===== src/rtl/cpu_pkg.sv =====
// Shared CPU definitions: ALU widths, BIST controller states and default MISR taps.
package cpu_pkg;

    localparam int CPU_CTRL_W = 3;
    localparam int CPU_DATA_W = 16;

    localparam logic [CPU_DATA_W-1:0] MISR_POLY_DEFAULT = 16'hB400;

    typedef enum logic [1:0] {
        ST_IDLE    = 2'd0,
        ST_APPLY   = 2'd1,
        ST_CAPTURE = 2'd2,
        ST_DONE    = 2'd3
    } bist_state_e;

endpackage


===== src/rtl/alu_bist_if.sv =====
// ALU-side bus of the BIST controller: control/operands out, result/zero flag back.
interface alu_bist_if
    import cpu_pkg::*;
#(
    parameter int DATA_W = CPU_DATA_W
);

    logic [CPU_CTRL_W-1:0] ALU_ctrl;
    logic [DATA_W-1:0]     in0;
    logic [DATA_W-1:0]     in1;
    logic                  zero;
    logic [DATA_W-1:0]     ALU_output;

    modport master (
        output ALU_ctrl,
        output in0,
        output in1,
        input  zero,
        input  ALU_output
    );

    modport slave (
        input  ALU_ctrl,
        input  in0,
        input  in1,
        output zero,
        output ALU_output
    );

endinterface


===== src/rtl/misr16.sv =====
// Multiple-input signature register: shift left, fold the top bit back through POLY, xor in data.
module misr16
    import cpu_pkg::*;
#(
    parameter int                WIDTH = CPU_DATA_W,
    parameter logic [WIDTH-1:0]  POLY  = MISR_POLY_DEFAULT
) (
    input  logic             clk,
    input  logic             rst,
    input  logic             clr_i,
    input  logic             en_i,
    input  logic [WIDTH-1:0] data_i,
    output logic [WIDTH-1:0] sig_o
);

    logic [WIDTH-1:0] sig_q;
    logic [WIDTH-1:0] sig_d;

    // Clear wins over enable so a new run never folds in a stale capture.
    always_comb begin
        sig_d = sig_q;
        if (clr_i) begin
            sig_d = '0;
        end else if (en_i) begin
            sig_d = {sig_q[WIDTH-2:0], 1'b0} ^ (sig_q[WIDTH-1] ? POLY : '0) ^ data_i;
        end
    end

    always_ff @(posedge clk or posedge rst) begin
        if (rst) begin
            sig_q <= '0;
        end else begin
            sig_q <= sig_d;
        end
    end

    assign sig_o = sig_q;

endmodule


===== src/rtl/alu_bist.sv =====
// ALU built-in self-test: sweeps control codes and operands, compresses results into a MISR.
module alu_bist
    import cpu_pkg::*;
#(
    parameter int                DATA_W     = CPU_DATA_W,
    parameter int                CTRL_N     = 5,
    parameter int                SWEEP_N    = 16,
    parameter logic [DATA_W-1:0] IN0_SEED   = DATA_W'(16'h0001),
    parameter logic [DATA_W-1:0] IN1_SEED   = DATA_W'(16'h00F2),
    parameter logic [DATA_W-1:0] MISR_POLY  = DATA_W'(MISR_POLY_DEFAULT),
    parameter logic [DATA_W-1:0] GOLDEN_SIG = '0
) (
    input  logic              clk,
    input  logic              rst,
    input  logic              start,
    output logic              busy,
    output logic              done,
    output logic              pass,
    output logic [DATA_W-1:0] signature,
    output logic [7:0]        zero_err_cnt,
    alu_bist_if.master        alu
);

    localparam int                    IDX_W     = (SWEEP_N > 1) ? $clog2(SWEEP_N) : 1;
    localparam logic [CPU_CTRL_W-1:0] LAST_CTRL = CPU_CTRL_W'(CTRL_N - 1);
    localparam logic [IDX_W-1:0]      LAST_IDX  = IDX_W'(SWEEP_N - 1);

    bist_state_e           state_q, state_d;
    logic [CPU_CTRL_W-1:0] ctrl_q, ctrl_d;
    logic [DATA_W-1:0]     in0_q, in0_d;
    logic [DATA_W-1:0]     in1_q, in1_d;
    logic [IDX_W-1:0]      idx_q, idx_d;
    logic [7:0]            zcnt_q, zcnt_d;

    logic launch;
    logic last_vec;
    logic zero_err;
    logic misr_clr;
    logic misr_en;

    assign launch   = start && ((state_q == ST_IDLE) || (state_q == ST_DONE));
    assign last_vec = (ctrl_q == LAST_CTRL) && (idx_q == LAST_IDX);
    assign zero_err = alu.zero != (alu.ALU_output == '0);

    // APPLY gives the combinational ALU a full cycle to settle before CAPTURE samples it.
    always_comb begin
        state_d  = state_q;
        ctrl_d   = ctrl_q;
        in0_d    = in0_q;
        in1_d    = in1_q;
        idx_d    = idx_q;
        zcnt_d   = zcnt_q;
        misr_clr = 1'b0;
        misr_en  = 1'b0;
        case (state_q)
            ST_IDLE, ST_DONE: begin
                if (launch) begin
                    ctrl_d   = '0;
                    in0_d    = IN0_SEED;
                    in1_d    = IN1_SEED;
                    idx_d    = '0;
                    zcnt_d   = '0;
                    misr_clr = 1'b1;
                    state_d  = ST_APPLY;
                end
            end
            ST_APPLY: begin
                state_d = ST_CAPTURE;
            end
            ST_CAPTURE: begin
                misr_en = 1'b1;
                if (zero_err && (zcnt_q != 8'hFF)) begin
                    zcnt_d = zcnt_q + 8'd1;
                end
                if (last_vec) begin
                    state_d = ST_DONE;
                end else begin
                    state_d = ST_APPLY;
                    if (idx_q != LAST_IDX) begin
                        idx_d = idx_q + 1'b1;
                        in1_d = in1_q + 1'b1;
                    end else begin
                        idx_d  = '0;
                        ctrl_d = ctrl_q + 1'b1;
                        in1_d  = IN1_SEED;
                    end
                end
            end
            default: begin
                state_d = ST_IDLE;
            end
        endcase
    end

    always_ff @(posedge clk or posedge rst) begin
        if (rst) begin
            state_q <= ST_IDLE;
            ctrl_q  <= '0;
            in0_q   <= '0;
            in1_q   <= '0;
            idx_q   <= '0;
            zcnt_q  <= '0;
        end else begin
            state_q <= state_d;
            ctrl_q  <= ctrl_d;
            in0_q   <= in0_d;
            in1_q   <= in1_d;
            idx_q   <= idx_d;
            zcnt_q  <= zcnt_d;
        end
    end

    misr16 #(
        .WIDTH (DATA_W),
        .POLY  (MISR_POLY)
    ) u_misr (
        .clk    (clk),
        .rst    (rst),
        .clr_i  (misr_clr),
        .en_i   (misr_en),
        .data_i (alu.ALU_output),
        .sig_o  (signature)
    );

    assign alu.ALU_ctrl = ctrl_q;
    assign alu.in0      = in0_q;
    assign alu.in1      = in1_q;

    assign busy         = (state_q == ST_APPLY) || (state_q == ST_CAPTURE);
    assign done         = (state_q == ST_DONE);
    assign pass         = done && (signature == GOLDEN_SIG) && (zcnt_q == 8'd0);
    assign zero_err_cnt = zcnt_q;

endmodule


===== src/flat_wrapper.sv =====
// flat-port wrapper written by rule: the top's interface ports become plain ports
module alu_bist_flat import cpu_pkg::*;
#(
    parameter int                DATA_W     = CPU_DATA_W,
    parameter int                CTRL_N     = 5,
    parameter int                SWEEP_N    = 16,
    parameter logic [DATA_W-1:0] IN0_SEED   = DATA_W'(16'h0001),
    parameter logic [DATA_W-1:0] IN1_SEED   = DATA_W'(16'h00F2),
    parameter logic [DATA_W-1:0] MISR_POLY  = DATA_W'(MISR_POLY_DEFAULT),
    parameter logic [DATA_W-1:0] GOLDEN_SIG = '0
)
  (clk, rst, start, busy, done, pass, signature, zero_err_cnt, alu_ALU_ctrl, alu_in0, alu_in1, alu_zero, alu_ALU_output);
  alu_bist_if #(.DATA_W(DATA_W)) alu_i ();
  input  logic clk;
  input  logic rst;
  input  logic start;
  output logic busy;
  output logic done;
  output logic pass;
  output logic [DATA_W-1:0] signature;
  output logic [7:0] zero_err_cnt;
  output wire logic [$bits(alu_i.ALU_ctrl)-1:0] alu_ALU_ctrl;
  output wire logic [$bits(alu_i.in0)-1:0] alu_in0;
  output wire logic [$bits(alu_i.in1)-1:0] alu_in1;
  input wire logic [$bits(alu_i.zero)-1:0] alu_zero;
  input wire logic [$bits(alu_i.ALU_output)-1:0] alu_ALU_output;
  assign alu_ALU_ctrl = alu_i.ALU_ctrl;
  assign alu_in0 = alu_i.in0;
  assign alu_in1 = alu_i.in1;
  assign alu_i.zero = alu_zero;
  assign alu_i.ALU_output = alu_ALU_output;
  alu_bist #(.DATA_W(DATA_W), .CTRL_N(CTRL_N), .SWEEP_N(SWEEP_N), .IN0_SEED(IN0_SEED), .IN1_SEED(IN1_SEED), .MISR_POLY(MISR_POLY), .GOLDEN_SIG(GOLDEN_SIG)) u_core (.clk(clk), .rst(rst), .start(start), .busy(busy), .done(done), .pass(pass), .signature(signature), .zero_err_cnt(zero_err_cnt), .alu(alu_i));
endmodule

===== config.mk =====
export PLATFORM = sky130hd
export DESIGN_NAME = alu_bist_flat
export DESIGN_NICKNAME = d
export VERILOG_FILES = /design/src/rtl/cpu_pkg.sv /design/src/rtl/alu_bist_if.sv /design/src/rtl/misr16.sv /design/src/rtl/alu_bist.sv /design/src/flat_wrapper.sv
export SDC_FILE = /design/constraint.sdc
export NUM_CORES = 1
export LEC_CHECK = 0
export CAP_MARGIN = 20
export CORE_MARGIN = 1.5
export CORE_UTILIZATION = 32
export CTS_BUF_LIST = sky130_fd_sc_hd__clkbuf_8
export DETAILED_ROUTE_END_ITERATION = 10
export GPL_ROUTABILITY_DRIVEN = 1
export MAX_ROUTING_LAYER = met4
export SYNTH_ARGS = -nofsm -noshare
export SYNTH_HDL_FRONTEND = slang
export SYNTH_HIERARCHICAL = 1
export SYNTH_SLANG_ARGS = --single-unit

===== constraint.sdc =====
create_clock -name clk -period 4.4 [get_ports clk]
set_input_delay 1.1 -clock clk [delete_from_list [all_inputs] [get_ports clk]]
set_output_delay 1.1 -clock clk [all_outputs]
set_load 0.02 [all_outputs]

### Word-level counts from Yosys, hierarchy flattened

Cells that the tools add are included.

* flip-flop bits (word level): 50
* output and inout port bits: 62
* logic and storage cells: 67

* $add $sub $neg: 4
* eq/ne operators: 12
* mux-type cells: 24
* bitwise gates (word level): 2
* reduce and logical (&&, ||, !) cells: 18

Operators by type and width (count)
* 16-bit 2-to-1 mux: 6
* 16-bit zero test: 2
* 16-bit case mux with 2 select lines: 1
* 16-bit XOR: 2
* 16-bit by 1-bit adder with 16-bit output (second input constant): 1
* 8-bit 2-to-1 mux: 2
* 8-bit case mux with 2 select lines: 1
* 4-bit 2-to-1 mux: 3
* 3-bit 2-to-1 mux: 3
* 8-bit by 1-bit adder with 8-bit output (second input constant): 1
* 8-bit zero test: 1
* 8-bit != test (second input constant): 1
* 4-bit case mux with 2 select lines: 1
* 2-bit case mux with 3 select lines: 1
* 3-bit case mux with 2 select lines: 1
* 3-bit AND reduction: 2
* 1-bit logical AND: 5
* 4-bit by 1-bit adder with 4-bit output (second input constant): 1
* 2-bit equality test (second input constant): 2
* 4-bit equality test (second input constant): 1
* 2-bit 2-to-1 mux: 2
* 2-bit by 1-bit != test with 1-bit output (second input constant): 2
* 2-bit != test (second input constant): 2
* 4-bit != test (second input constant): 1
* 11 further kinds: 15

### Logic depth before layout (Yosys ltp)

Gate-level depths: netlist of the first run.

* word-level depth: 6
* depth in mapped cells: 8
* mapped depth without buffers: 7

### Hierarchy

Netlist of the first run, hierarchy kept.

Modules (own cells, without submodules)
* alu_bist: instances 1, cells each 238, area each 2124.5 um^2, seq. area each 850.8 um^2
* misr16: instances 1, cells each 77, area each 865.8 um^2, seq. area each 400.4 um^2

### Worst setup path after synthesis of the first run

No wires, ideal clock.

* path type: input-to-reg
* start point: input port alu_ALU_output[2]
* end point: register u_core.zcnt_q[1], in the netlist u_core/zero_err_cnt[1]
* arrival time: 2.398 ns
* data required time: 4.321 ns
* slack: 1.922 ns
* cell stages on the path: 5
* cells stage by stage: nor4_1 -> and4_1 -> mux2_2 -> a21oi_2 -> mux2i_1

* word-level cells in the longest chain between the ends: 5

Ends and longest elaborated chain
* from (decl): line flat_wrapper.sv:26 `input wire logic [$bits(alu_i.ALU_output)-1:0] alu_ALU_output;`
* 16-bit zero test: line alu_bist.sv:43 `assign zero_err = alu.zero != (alu.ALU_output == '0);`
* 1-bit != test: line alu_bist.sv:43
* 1-bit logical AND: line alu_bist.sv:72 `if (zero_err && (zcnt_q != 8'hFF)) begin`
* 2-bit by 1-bit != test with 1-bit output (no source line)
* 3-bit AND reduction (no source line)
* to (signal assigned): line alu_bist.sv:109 `zcnt_q <= zcnt_d;`
* to (decl): line alu_bist.sv:33 `logic [7:0] zcnt_q, zcnt_d;`

Every way passes these cells.
A chain may end at the register's enable or synchronous reset.

### Final worst setup path of the first run

* start point: register u_core.zcnt_q[2], in the netlist u_core/zero_err_cnt[2]
* end point: output port pass

* word-level cells in the longest chain between the ends: 2

Ends and longest elaborated chain
* 8-bit zero test: line alu_bist.sv:131 `assign pass = done && (signature == GOLDEN_SIG) && (zcnt_q == 8'd0);`
* 1-bit logical AND: line alu_bist.sv:131
* to (decl): line flat_wrapper.sv:19 `output logic pass;`

Every way passes these cells.

==> results of run 1 <==
==> registers in the layout, summed over array words and instances, names as in the netlist <==
| name | flops |
|---|---|
| u_core/alu.ALU_ctrl | 3 |
| u_core/alu.in0 | 1 |
| u_core/idx_q | 4 |
| u_core/alu.in1 | 16 |
| u_core/state_q | 2 |
| u_core/zero_err_cnt | 8 |
| u_core/u_misr/sig_o | 16 |
==> where the power goes <==
group	internal [mW]	total, mW	switching [mW]
Clock	0.110	0.261	0.151
Sequential	0.554	0.670	0.116
Combinational	0.410	0.977	0.567
Total	1.07	1.91	0.834
==> cell type report <==
cell class                      instances  area, µm²  share of cell area (%)
Inverter                               14       52.6                    1.40
Clock inverter                          3       17.5                   0.468
Tap cell                              111        139                    3.71
Clock buffer                            5       68.8                    1.84
Timing Repair Buffer                   69        683                    18.2
Multi-Input combinational cell        239       1530                    40.9
Sequential cell                        50       1250                    33.4
==> worst min-delay path by stage <==
stage / start / endpoint / slack (ns) / depth (start not counted)
after global placement: u_core/alu.in0[0] / u_core/alu.in0[0] / 0.45 / 1
final: u_core/alu.in0[0] / u_core/alu.in0[0] / 0.47 / 1
after detailed placement: u_core/alu.in0[0] / u_core/alu.in0[0] / 0.46 / 1
after global routing: u_core/alu.in0[0] / u_core/alu.in0[0] / 0.51 / 1
after floorplan: u_core/idx_q[0] / u_core/idx_q[0] / 0.47 / 1
after CTS: u_core/alu.in0[0] / u_core/alu.in0[0] / 0.49 / 1
==> kinds of logic after synthesis <==
kind of cell | synth area share (%)
AND/OR/NAND/NOR | 20.6
AO/OA/AOI/OAI | 16.0
flip-flops | 41.8
buffers and inverters | 8.70
XOR/XNOR | 6.15
adder cells (fa/ha/maj) | 4.18
multiplexers | 2.38
other | 0.125
==> metrics by stage <==
step / power, mW / instance area [µm²] / setup slack [ns] / cells
finish: 1.91 / 3740 / 1.15 / 491
CTS: 1.93 / 3740 / 1.14 / 491
floorplan: 1.38 / 3040 / 1.92 / 329
global route: 2.06 / 3740 / 0.992 / 491
detailed placement: 1.66 / 3660 / 1.13 / 483
global placement: 1.64 / 3660 / 1.20 / 483
==> critical path, cell delays in order (launching register included) <==
cell and delay, ns:
dfrtp_1 0.46, nor4_1 0.48, nand4_1 0.15, nor2_1 0.15
clkdlybuf4s50_1 0.61
==> routing by layer <==
layer / vias to the layer above / share of wire [%] / wire length [µm]
met3: 4 / 4.6 / 317
met2: 78 / 45 / 3110
met4: 0 / 0.48 / 33
li1: 1221 / - / -
met1: 1161 / 49 / 3380
met5: - / 0 / 0
==> placed cells by master (no fill, tap or decap), types with 7 or more instances in the layout <==
cell type	netlist	final
a31oi_1	9	9
nor2_1	32	32
inv_1	13	14
clkdlybuf4s50_1	0	66
nand2b_1	7	7
o21ai_1	14	14
nor4_1	8	8
a21oi_1	14	14
xnor2_1	15	15
nand3_1	10	10
ha_1	10	10
o21ai_0	7	7
conb_1	1	15
dfrtp_1	50	50
nand4_1	8	8
nand2_1	24	24
==> results_dict.tcl, run 1 <==
set metrics [dict create \
    status "complete, no violations" \
    worst_hold_slack_ns 0.474 \
    crit_type "register to output port" \
    grt_max_degree 35 \
    synth_top_area_share_pct 41.8 \
    start_util_pct 32.7 \
    antennaDiodeCount 0 \
    start_kind "register" \
    cts_max_path_buffers 2 \
    io_pins 82 \
    postLayoutCoreUtil_pct 40.9 \
    grt_overflow_total 0 \
    core-area_um2 9150 \
    totalWireLength_um 6840 \
    numCtsBuffers 5 \
    post_cts.repair.setup_buffers 0 \
    use_met1_pct 20.7 \
    antenna_found_initial 0 \
    synth.area.top_cells "dfrtp_1, xnor2_1, ha_1, buf_4, nor2_1" \
    root_buffer "clkbuf_8" \
    num-nets-final 409 \
    vias 2464 \
    gp_congestion 0.794 \
    min_period_ns 3.25 \
    postCtsResizedCells 0 \
    power_per_cell_area_nw_per_um2 510 \
    yosysTopAreaCell "dfrtp_1" \
    relSlewSlack_pct 48.4 \
    grt_pass1_vias 2383 \
    synth_area_um2 2990 \
    seq_area_frac_synth_pct 41.8 \
    synth.distinct_cells 52 \
    setup_viol 0 \
    critPathRequiredTime_ns 3.30 \
    synthCells 315 \
    dp_hpwl_um 4930 \
    grt_pass1_wl_um 11700 \
    die_y_um 99.7 \
    synth_edf_count 0 \
    rows 35 \
    cp-end-kind "output port" \
    syn_to_final_growth_pct 25.2 \
    io_buffers 66 \
    wl_per_cell_um 13.9 \
    synth_most_common_cell "dfrtp_1" \
    reg2reg_from "u_core/state_q[0]" \
    ir_drop_uv 166 \
    cts_hold_buf 0 \
    synth_common_cells "dfrtp_1, nor2_1, nand2_1" \
    timing.rr.end "u_core/alu.ALU_ctrl[2]" \
    synth_area_per_cell_um2 9.49 \
    drt_first_pass_iters 4 \
    cp.arrival_ns 2.15 \
    max_cap_viol_count 0 \
    gr-max-usage-layer "met2" \
    worstHoldPathType "register to register" \
    die_w_um 99.7 \
    ys_warn_count 6 \
    rsz0062_at_grt "no" \
    cts_tree "done" \
    fin_crit_sh_pct 73.9 \
    cts_sinks 50 \
    synthArstFlopShare_pct 100 \
    ys_seq_elements 50 \
    drive_gt1_share_pct 6.58 \
    fillers 929 \
    p_leak_nw 1.52 \
    path_max_fanout 7 \
    slew_violations 0 \
    die-area_um2 9930 \
    met3_usage_pct 2.60 \
    grt_use_met2_pct 22.3 \
    via_per_inst 5.02 \
    finalSetupTns_ns 0 \
    finalHoldViolCount 0 \
    fmax_ghz 0.308 \
    ys.flop_type "dfrtp_1" \
    tightest_slew_ns 0.773 \
    cts.clk_slew.worst_paths_ns 0.09 \
    htreeDepth 2 \
    drc 0 \
    finalClockSkew_ns 0.00995 \
    worstSetupStartpoint "u_core/zero_err_cnt[2]" \
    ff2ff_path_depth 7 \
    crit_end "pass" \
    grtUsageTotal_pct 14.7 \
    r2r_slack_ns 1.74 \
    postRouteAntennaNets 0 \
    first_iter_violations 123 \
    insertion_delay_ns 0.30 \
]
No activity file was read; power rests on OpenSTA's default activity.
==> run 2: changes to the inputs <==
clock period = 2.8 ns   (was 4.4 ns; I/O delays follow)
==> results_dict.tcl, run 2 (synthesis gave the netlist of run 1 again) <==
set metrics [dict create \
    slew_violations 0 \
    relSlewSlack_pct 59.0 \
    critPathRequiredTime_ns 2.10 \
    power_per_cell_area_nw_per_um2 827 \
    post_cts.repair.setup_buffers 0 \
    dp_hpwl_um 5150 \
    setup_viol 0 \
    num-nets-final 414 \
    grtUsageTotal_pct 14.8 \
    postCtsResizedCells 2 \
    fmax_ghz 0.391 \
    final_cell_mix "clkdlybuf4s50_1, dfrtp_1, nor2_1" \
    min_period_ns 2.56 \
    rows 35 \
    crit_type "register to output port" \
    wl_per_cell_um 14.0 \
    die_w_um 99.7 \
    path_max_fanout 8 \
    postRouteAntennaNets 0 \
    io_pins 82 \
    root_buffer "clkbuf_8" \
    via_per_inst 5.10 \
    status "complete, no violations" \
    htreeDepth 2 \
    cts_hold_buf 0 \
    first_iter_violations 85 \
    grt_pass1_vias 2463 \
    worstHoldPathType "register to register" \
    placed_cell_area_um2 3690 \
    io_buffers 66 \
    antennaDiodeCount 0 \
    antenna_found_initial 0 \
    reg2reg_from "u_core/state_q[0]" \
    cp.arrival_ns 1.86 \
    p_leak_nw 1.56 \
    min_from "u_core/alu.in0[0]" \
    drc 0 \
    postLayoutCellArea_um2 3810 \
    cp-end-kind "output port" \
    grt_max_degree 46 \
    grt_pass1_wl_um 11800 \
    die-area_um2 9930 \
    drive_gt1_share_pct 7.79 \
    rsz0062_at_grt "no" \
    numCtsBuffers 5 \
    fin_crit_sh_pct 91.4 \
    ir_drop_uv 277 \
    finalClockSkew_ns 0.0118 \
    whs_endpoint "u_core/alu.in0[0]" \
    timing.rr.end "u_core/zero_err_cnt[4]" \
    tightest_slew_ns 0.614 \
    min_path_cells 1 \
    insertion_delay_ns 0.30 \
    cts_tree "done" \
    cts_max_path_buffers 2 \
    start_kind "register" \
    die_y_um 99.7 \
    layout_commonest_cell "clkdlybuf4s50_1" \
    grt_overflow_total 0 \
    ff2ff_path_depth 8 \
    start_util_pct 32.7 \
    syn_to_final_growth_pct 27.3 \
    postLayoutCoreUtil_pct 41.6 \
    finalHoldViolCount 0 \
    drt_first_pass_iters 4 \
    vias 2529 \
    totalWireLength_um 6960 \
    cts_sinks 50 \
    max_cap_viol_count 0 \
    fillers 926 \
    r2r_slack_ns 0.63 \
    gp_congestion 0.786 \
    cts.clk_slew.worst_paths_ns 0.09 \
    core-area_um2 9150 \
]
==> run 2: critical path, cell delays in order, from the launching register on <==
cell and delay [ns]:
dfrtp_1 0.43, inv_1 0.06, ha_1 0.39, inv_1 0.08, clkdlybuf4s50_1 0.60
==> run 2: power by group <==
group          internal (mW)  total (mW)  leakage [nW]  switching, mW
combinational          0.694        1.60         0.852          0.902
sequential             0.870        1.06         0.647          0.186
clock                  0.261       0.495        0.0607          0.234
==> run 2: layer usage <==
layer  vias up  GRT usage (%)  part of all wire (%)
li1       1232              -                     -
met4         0           2.93                  0.78
met5         -              -                     0
met3         7           2.46                   4.2
met2        72           23.3                    46
met1      1218           20.1                    49
==> run 2: through the flow <==
step | setup slack [ns] | setup TNS [ns] | total power, mW | hold slack [ns] | instances
final | 0.240 | 0 | 3.15 | 0.476 | 496
after floorplan | 0.722 | 0 | 2.16 | 0.475 | 329
after global routing | 0.0831 | 0 | 3.38 | 0.516 | 496
after CTS | 0.197 | 0 | 3.19 | 0.483 | 496
after detailed placement | -0.00976 | -0.00976 | 2.68 | 0.459 | 488
after global placement | 0.0677 | 0 | 2.65 | 0.455 | 488
==> run 2: worst max path at each step <==
stage,to,from,slack [ns],cells after the start
5_1_grt,pass,u_core/state_q[0],0.08,5
3_5_place_dp,u_core/zero_err_cnt[1],alu_ALU_output[10],-0.01,7
6_report,busy,u_core/state_q[0],0.24,4
3_3_place_gp,u_core/zero_err_cnt[1],alu_ALU_output[10],0.07,7
2_1_floorplan,u_core/zero_err_cnt[1],alu_ALU_output[2],0.72,5
4_1_cts,busy,u_core/state_q[0],0.20,4
==> run 2: layout make-up <==
cell class,count,area (µm²),share of cell area (%)
timing repair buffer,74,719,18.9
clock inverter,3,37.5,0.986
inverter,14,52.6,1.38
tap,111,139,3.65
sequential,50,1250,32.9
multi-input combinational,239,1540,40.4
clock buffer,5,68.8,1.81
